### src/rtl/iommu_mem_rd_arb.sv
// iommu_mem_rd_arb: read-channel arbiter for the IOMMU implicit memory-access port.
// Shares one AXI-style AR/R channel pair between up to N_REQ internal walkers
// (0=DDT walker, 1=PDT walker, 2=PTW, 3=CQ fetch). Round-robin AR grant, one
// outstanding burst per requester, requester index used as the AXI ID, and R
// beats routed back combinationally by ID.
//
// Optional feature macro: IOMMU_MEM_ARB_PTW_PRIO_EN
//   defined   : requester 2 (PTW) wins whenever eligible; PTW grants leave the
//               round-robin pointer untouched.
//   undefined : pure round-robin across all requesters.
//
// Ports:
//   clk_i, rst_i            clock, asynchronous active-high reset
//   req_valid_i/req_ready_o per-requester AR request / one-hot grant
//   req_addr_i, req_len_i   packed per-requester address and burst length
//   rsp_valid_o/rsp_ready_i per-requester R beat handshake
//   rsp_data_o/last_o/err_o shared R payload (err = r_resp_i[1])
//   ar_*                    AXI AR channel toward the master mux
//   r_*                     AXI R channel from the master mux
//   busy_o                  per-requester outstanding-burst flag
//   stray_o                 one-cycle pulse after an unroutable R beat is dropped
module iommu_mem_rd_arb #(
    parameter int unsigned N_REQ      = 4,
    parameter int unsigned ADDR_WIDTH = 64,
    parameter int unsigned DATA_WIDTH = 64,
    parameter int unsigned ID_WIDTH   = 4
) (
    input  logic                        clk_i,
    input  logic                        rst_i,

    input  logic [N_REQ-1:0]            req_valid_i,
    output logic [N_REQ-1:0]            req_ready_o,
    input  logic [N_REQ*ADDR_WIDTH-1:0] req_addr_i,
    input  logic [N_REQ*8-1:0]          req_len_i,

    output logic [N_REQ-1:0]            rsp_valid_o,
    input  logic [N_REQ-1:0]            rsp_ready_i,
    output logic [DATA_WIDTH-1:0]       rsp_data_o,
    output logic                        rsp_last_o,
    output logic                        rsp_err_o,

    output logic                        ar_valid_o,
    input  logic                        ar_ready_i,
    output logic [ADDR_WIDTH-1:0]       ar_addr_o,
    output logic [7:0]                  ar_len_o,
    output logic [ID_WIDTH-1:0]         ar_id_o,

    input  logic                        r_valid_i,
    output logic                        r_ready_o,
    input  logic [DATA_WIDTH-1:0]       r_data_i,
    input  logic [ID_WIDTH-1:0]         r_id_i,
    input  logic [1:0]                  r_resp_i,
    input  logic                        r_last_i,

    output logic [N_REQ-1:0]            busy_o,
    output logic                        stray_o
);

    localparam int unsigned PTR_W   = (N_REQ > 1) ? $clog2(N_REQ) : 1;
    localparam int unsigned LEN_W   = 8;
    localparam int unsigned PTW_IDX = 2;

    // Elaboration-time parameter sanity.
    generate
        if (ID_WIDTH < $clog2(N_REQ)) begin : g_id_width_chk
            $error("iommu_mem_rd_arb: ID_WIDTH too small to carry the requester index");
        end
        if (N_REQ < 2 || N_REQ > 8) begin : g_n_req_chk
            $error("iommu_mem_rd_arb: N_REQ must be within 2..8");
        end
    endgenerate

    // State
    logic                  ar_valid_q;
    logic [ADDR_WIDTH-1:0] ar_addr_q;
    logic [LEN_W-1:0]      ar_len_q;
    logic [ID_WIDTH-1:0]   ar_id_q;
    logic [N_REQ-1:0]      busy_q;
    logic [PTR_W-1:0]      ptr_q;
    logic                  stray_q;

    // Combinational
    logic [N_REQ-1:0]      eligible;
    logic                  slot_free;
    logic                  rr_any;
    logic [PTR_W-1:0]      rr_idx;
    int unsigned           rr_cand;
    logic                  grant_any;
    logic                  grant_rr;
    logic [PTR_W-1:0]      grant_idx;
    logic [ADDR_WIDTH-1:0] grant_addr;
    logic [LEN_W-1:0]      grant_len;
    logic [PTR_W-1:0]      ptr_d;
    logic                  hit;
    logic                  hit_rdy;
    logic                  r_hs;
    logic [N_REQ-1:0]      busy_d;
    logic                  resp_unused;

    assign resp_unused = r_resp_i[0];

    // AR grant: optional PTW priority, otherwise first eligible at/after ptr.
    always_comb begin
        eligible   = req_valid_i & ~busy_q;
        slot_free  = ~ar_valid_q | ar_ready_i;
        rr_any     = 1'b0;
        rr_idx     = '0;
        rr_cand    = 0;
        grant_any  = 1'b0;
        grant_rr   = 1'b0;
        grant_idx  = '0;
        grant_addr = '0;
        grant_len  = '0;
        ptr_d      = ptr_q;
        req_ready_o = '0;

        for (int unsigned i = 0; i < N_REQ; i++) begin
            rr_cand = (32'(ptr_q) + i) % N_REQ;
            if (!rr_any && eligible[rr_cand]) begin
                rr_any = 1'b1;
                rr_idx = PTR_W'(rr_cand);
            end
        end

        if (slot_free && !rst_i) begin
`ifdef IOMMU_MEM_ARB_PTW_PRIO_EN
            if (N_REQ > PTW_IDX && eligible[PTW_IDX % N_REQ]) begin
                grant_any = 1'b1;
                grant_idx = PTR_W'(PTW_IDX % N_REQ);
            end else if (rr_any) begin
                grant_any = 1'b1;
                grant_rr  = 1'b1;
                grant_idx = rr_idx;
            end
`else
            if (rr_any) begin
                grant_any = 1'b1;
                grant_rr  = 1'b1;
                grant_idx = rr_idx;
            end
`endif
        end

        for (int unsigned k = 0; k < N_REQ; k++) begin
            if (grant_any && grant_idx == PTR_W'(k)) begin
                req_ready_o[k] = 1'b1;
                grant_addr     = req_addr_i[k*ADDR_WIDTH +: ADDR_WIDTH];
                grant_len      = req_len_i[k*LEN_W +: LEN_W];
            end
        end

        if (grant_rr) begin
            ptr_d = PTR_W'((32'(grant_idx) + 32'd1) % N_REQ);
        end
    end

    // R routing by ID; unknown or idle IDs are accepted and dropped.
    always_comb begin
        hit         = 1'b0;
        hit_rdy     = 1'b0;
        rsp_valid_o = '0;
        for (int unsigned k = 0; k < N_REQ; k++) begin
            if (busy_q[k] && r_id_i == ID_WIDTH'(k)) begin
                hit            = 1'b1;
                hit_rdy        = rsp_ready_i[k];
                rsp_valid_o[k] = r_valid_i & ~rst_i;
            end
        end
        r_ready_o  = rst_i ? 1'b0 : (hit ? hit_rdy : 1'b1);
        r_hs       = r_valid_i & r_ready_o;
        rsp_data_o = rst_i ? '0 : r_data_i;
        rsp_last_o = r_last_i & ~rst_i;
        rsp_err_o  = r_resp_i[1] & ~rst_i;
    end

    // Outstanding flags: set on grant, cleared on the accepted last beat.
    always_comb begin
        busy_d = busy_q;
        for (int unsigned k = 0; k < N_REQ; k++) begin
            if (r_hs && r_last_i && busy_q[k] && r_id_i == ID_WIDTH'(k)) begin
                busy_d[k] = 1'b0;
            end
            if (grant_any && grant_idx == PTR_W'(k)) begin
                busy_d[k] = 1'b1;
            end
        end
    end

    // AR registers, pointer, busy and stray pulse.
    always_ff @(posedge clk_i or posedge rst_i) begin
        if (rst_i) begin
            ar_valid_q <= 1'b0;
            ar_addr_q  <= '0;
            ar_len_q   <= '0;
            ar_id_q    <= '0;
            busy_q     <= '0;
            ptr_q      <= '0;
            stray_q    <= 1'b0;
        end else begin
            busy_q  <= busy_d;
            stray_q <= r_hs & ~hit;
            ptr_q   <= ptr_d;
            if (slot_free) begin
                ar_valid_q <= grant_any;
                if (grant_any) begin
                    ar_addr_q <= grant_addr;
                    ar_len_q  <= grant_len;
                    ar_id_q   <= ID_WIDTH'(grant_idx);
                end
            end
        end
    end

    assign ar_valid_o = ar_valid_q;
    assign ar_addr_o  = ar_addr_q;
    assign ar_len_o   = ar_len_q;
    assign ar_id_o    = ar_id_q;
    assign busy_o     = busy_q;
    assign stray_o    = stray_q;

endmodule

### config.mk
export PLATFORM = sky130hd
export DESIGN_NAME = iommu_mem_rd_arb
export DESIGN_NICKNAME = d
export VERILOG_FILES = /design/src/rtl/iommu_mem_rd_arb.sv
export SDC_FILE = /design/constraint.sdc
export NUM_CORES = 1
export LEC_CHECK = 0
export CORE_AREA = 2 2 203 205
export DETAILED_ROUTE_END_ITERATION = 12
export DIE_AREA = 0 0 205 207
export MAX_ROUTING_LAYER = met4
export PLACE_DENSITY = 0.5
export SKIP_LAST_GASP = 1
export SYNTH_ARGS = -nofsm -noshare
export SYNTH_HDL_FRONTEND = slang
export SYNTH_SLANG_ARGS = --single-unit
### constraint.sdc
create_clock -name clk_i -period 3.85 [get_ports clk_i]
set_input_delay 0.385 -clock clk_i [delete_from_list [all_inputs] [get_ports clk_i]]
set_output_delay 0.385 -clock clk_i [all_outputs]
set_load 0.005 [all_outputs]
==> results.txt <==
Register bit count reported by yosys: 82
Initial core utilization: 0.165
Number of post-CTS setup repair buffers: 0
Total clock buffers created by CTS: 9
Combinational fraction of design power: 0.623
Vias: 7,660
Number of maximum-capacitance constraint violations: 0
Worst vdd ir: 0.000284 V
Type of the worst min-delay path: input pin to flip-flop
Maximum number of pins on one net before global-route repair: 151
Resized Gates After CTS: 0
Detailed-placement wirelength estimate: 24,600 um
Port-buffer cells: 524
Final wirelength: 31,800 um
Cell area after synthesis: 6650 um^2
Pint: 3.90 mW
Number of instances in the synthesized netlist: 814
First-pass GRT wire length: 46,200 um
Congestion Overflow GR: 0
Setup skew after layout: 0.00640 ns
Proportion of layout cells with a drive suffix above 1: 0.0832
RSZ-0062 raised after global routing: false
Total Nets Final: 1,656
Final-report max-slew violation count: 0
TritonCTS Sinks: 82
I/O pin count: 528
Total Routing Usage GR: 0.148
Clock network latency to the later pin of the worst-skew pair: 0.36 ns
Routability congestion estimate: 0.800
1st-pass router iterations: 4
Total power per unit cell area: 507 nW/um^2
Type of element launching the critical path: flip-flop
Worst slew pin tran: 0.844 ns
Highest attainable clock frequency: 0.308 GHz
Switching power share of the total: 0.391
Reg clk slew, reported paths: 0.07 ns
Placement Cell Area: 12,300 um^2
Setup violations, final: 0
DRC: 0
Number of global-route vias before repair: 7,681
DIE AREA: 42,400 um^2
Critical path arrival: 2.86 ns
Die Height: 207 um
Result of the run: complete, no violations
Clock root buffer master: clkbuf_16
Die X-Extent: 205 um
Post-detailed-route via-to-cell ratio: 4.21
Post-route total power: 6.40 mW
Count of standard-cell rows: 74
CP Capture Type: primary output
Accumulated negative setup slack: 0 ns
Level count of the clock H-tree: 3
Remaining number of nets flagged by the antenna check after routing: 0
Mean cell area of the mapped netlist: 8.17 um^2
Crit share post-route: 0.843
Number of buffers inserted for hold repair after clock tree synthesis: 0
Sequential fraction of design power: 0.243
Commonest non-fill, non-tap cell in the layout: clkdlybuf4s50_1
Part of the power in the clock network: 0.134
Distinct cell type count of the synthesized netlist: 45
Crit path max fanout: 6
Total net switching power: 2.50 mW
Ys Warns: 0
Number of buffers between clock root and the deepest sink: 2
Class of the most critical setup path: flip-flop to primary output
Crit path time final: 3.24 ns
Normalized max-slew margin: 0.437
Register area share after synthesis: 0.309
Final count of hold timing violations: 0
Antenna diode count: 0
Clock tree from TritonCTS: done
Highest-count cells in the layout ignoring fill and taps: clkdlybuf4s50_1, a21oi_1, nand2_1
Drt initial violations: 365
Post-synthesis to final-layout area growth: 89.8%
Final standard cell area without fillers: 12,600 um^2
Routed wirelength normalized by instance count: 17.5 um
Static leakage: 4.30 nW
Total core area: 40,400 um^2
Number of antenna violations at the first check in global routing: 0
CP required: 3.46 ns
==> per-layer routing <==
layer	global-route usage	routed length, um	share of wire	vias up
met5	-	0	0	-
met4	0.0447	708	0.022	0
met3	0.0356	2300	0.072	29
met2	0.275	17000	0.53	300
met1	0.154	11800	0.37	3522
li1	-	-	-	3809
==> Yosys cell counts (all sizes together) <==
| library cell | n | area share |
|---|---|---|
| a21oi | 145 | 0.11 |
| nand2 | 144 | 0.082 |
| dfrtp | 82 | 0.31 |
| nor2b | 75 | 0.071 |
| nand3b | 72 | 0.081 |
| o21a | 71 | 0.081 |
| o211ai | 70 | 0.12 |
| buf | 44 | 0.044 |
| clkbuf | 39 | 0.022 |
| nor2 | 11 | 0.0062 |
| nand2b | 9 | 0.010 |
| o21ai | 7 | 0.0070 |
| nand3 | 6 | 0.0045 |
| and2 | 4 | 0.0038 |
| ha | 4 | 0.0075 |
| inv | 4 | 0.0023 |
| nand4 | 4 | 0.0038 |
| nor3 | 3 | 0.0023 |
| o31ai | 3 | 0.0034 |
| a21o | 2 | 0.0023 |
| a221oi | 2 | 0.0026 |
| a2bb2oi | 2 | 0.0026 |
| a2111oi | 1 | 0.0041 |
| a211oi | 1 | 0.0011 |
| and2b | 1 | 0.0011 |
| and3 | 1 | 0.0017 |
| conb | 1 | 0.00056 |
| mux2 | 1 | 0.0017 |
| nor3b | 1 | 0.0011 |
| o2111a | 1 | 0.0017 |
| o21ba | 1 | 0.0015 |
| o22ai | 1 | 0.00094 |
| xnor2 | 1 | 0.0013 |
==> logic make-up after synthesis <==
family          count (synthesis)  share of synthesized area
fa+ha+maj                       4                    0.00753
buf+inv                        87                     0.0687
other cells                     1                   0.000564
compound gates                307                      0.342
flops                          82                      0.309
mux                             1                    0.00169
simple gates                  331                      0.269
xor+xnor                        1                    0.00132
==> metrics by stage <==
stage,hold WS (ns),worst slack (ns),std cells,util
2_1_floorplan,0.473,0.588,815,-
3_3_place_gp,0.472,0.487,1802,0.306
3_5_place_dp,0.479,0.447,1802,0.306
4_1_cts,0.424,0.542,1818,0.313
5_1_grt,0.467,0.453,1818,0.313
6_report,0.442,0.606,1818,0.313
==> cell type report <==
cell class                 instances  area (um^2)
sequential                        82         2050
clock buffer                       9          225
tap                              532          666
multi-input combinational        646         4180
clock inverter                     7         55.1
inverter                           4         17.5
fill                            4347        27700
timing repair buffer             538         5420
==> power by group through the flow <==
stage | Sequential (mW) | Clock, mW | Combinational, mW
after global placement | 1.56 | 0 | 4.08
after CTS | 1.56 | 0.929 | 4.11
after detailed placement | 1.57 | 0 | 4.09
after global routing | 1.61 | 0.955 | 4.39
after floorplan | 1.57 | 0 | 2.13
final | 1.55 | 0.859 | 3.99
==> worst max-delay path, cell delays in order (launching register included) <==
cell and delay, ns:
dfrtp_1 0.46, and2b_1 0.30, o21ba_2 0.16, o21ai_1 0.08
a2111oi_4 0.39, buf_4 0.21, ha_4 0.17, and2_1 0.17
clkdlybuf4s50_1 0.55
==> path summary, 6_finish.rpt <==
| kind | from | to | slack, ns | depth (start not counted) |
|---|---|---|---|---|
| setup / recovery | busy_o[2] | req_ready_o[3] | 0.61 | 8 |
| hold / removal | rst_i | ar_valid_o | 0.44 | 4 |
| setup reg to reg | busy_o[2] | ar_addr_o[51] | 0.80 | 12 |
| hold reg to reg | ar_addr_o[50] | ar_addr_o[50] | 0.49 | 1 |
| max in group asynchronous | rst_i | ar_addr_o[22] | 2.18 | 5 |
| min in group asynchronous | rst_i | stray_o | 0.60 | 4 |
==> state kept, by name (all words and copies together), names as in the netlist <==
register and count:
busy_o 4, ptr_q 2, ar_valid_o 1, ar_addr_o 64, ar_len_o 8, ar_id_o 2
stray_o 1
Note: power is estimated with default switching activity, not from simulation.
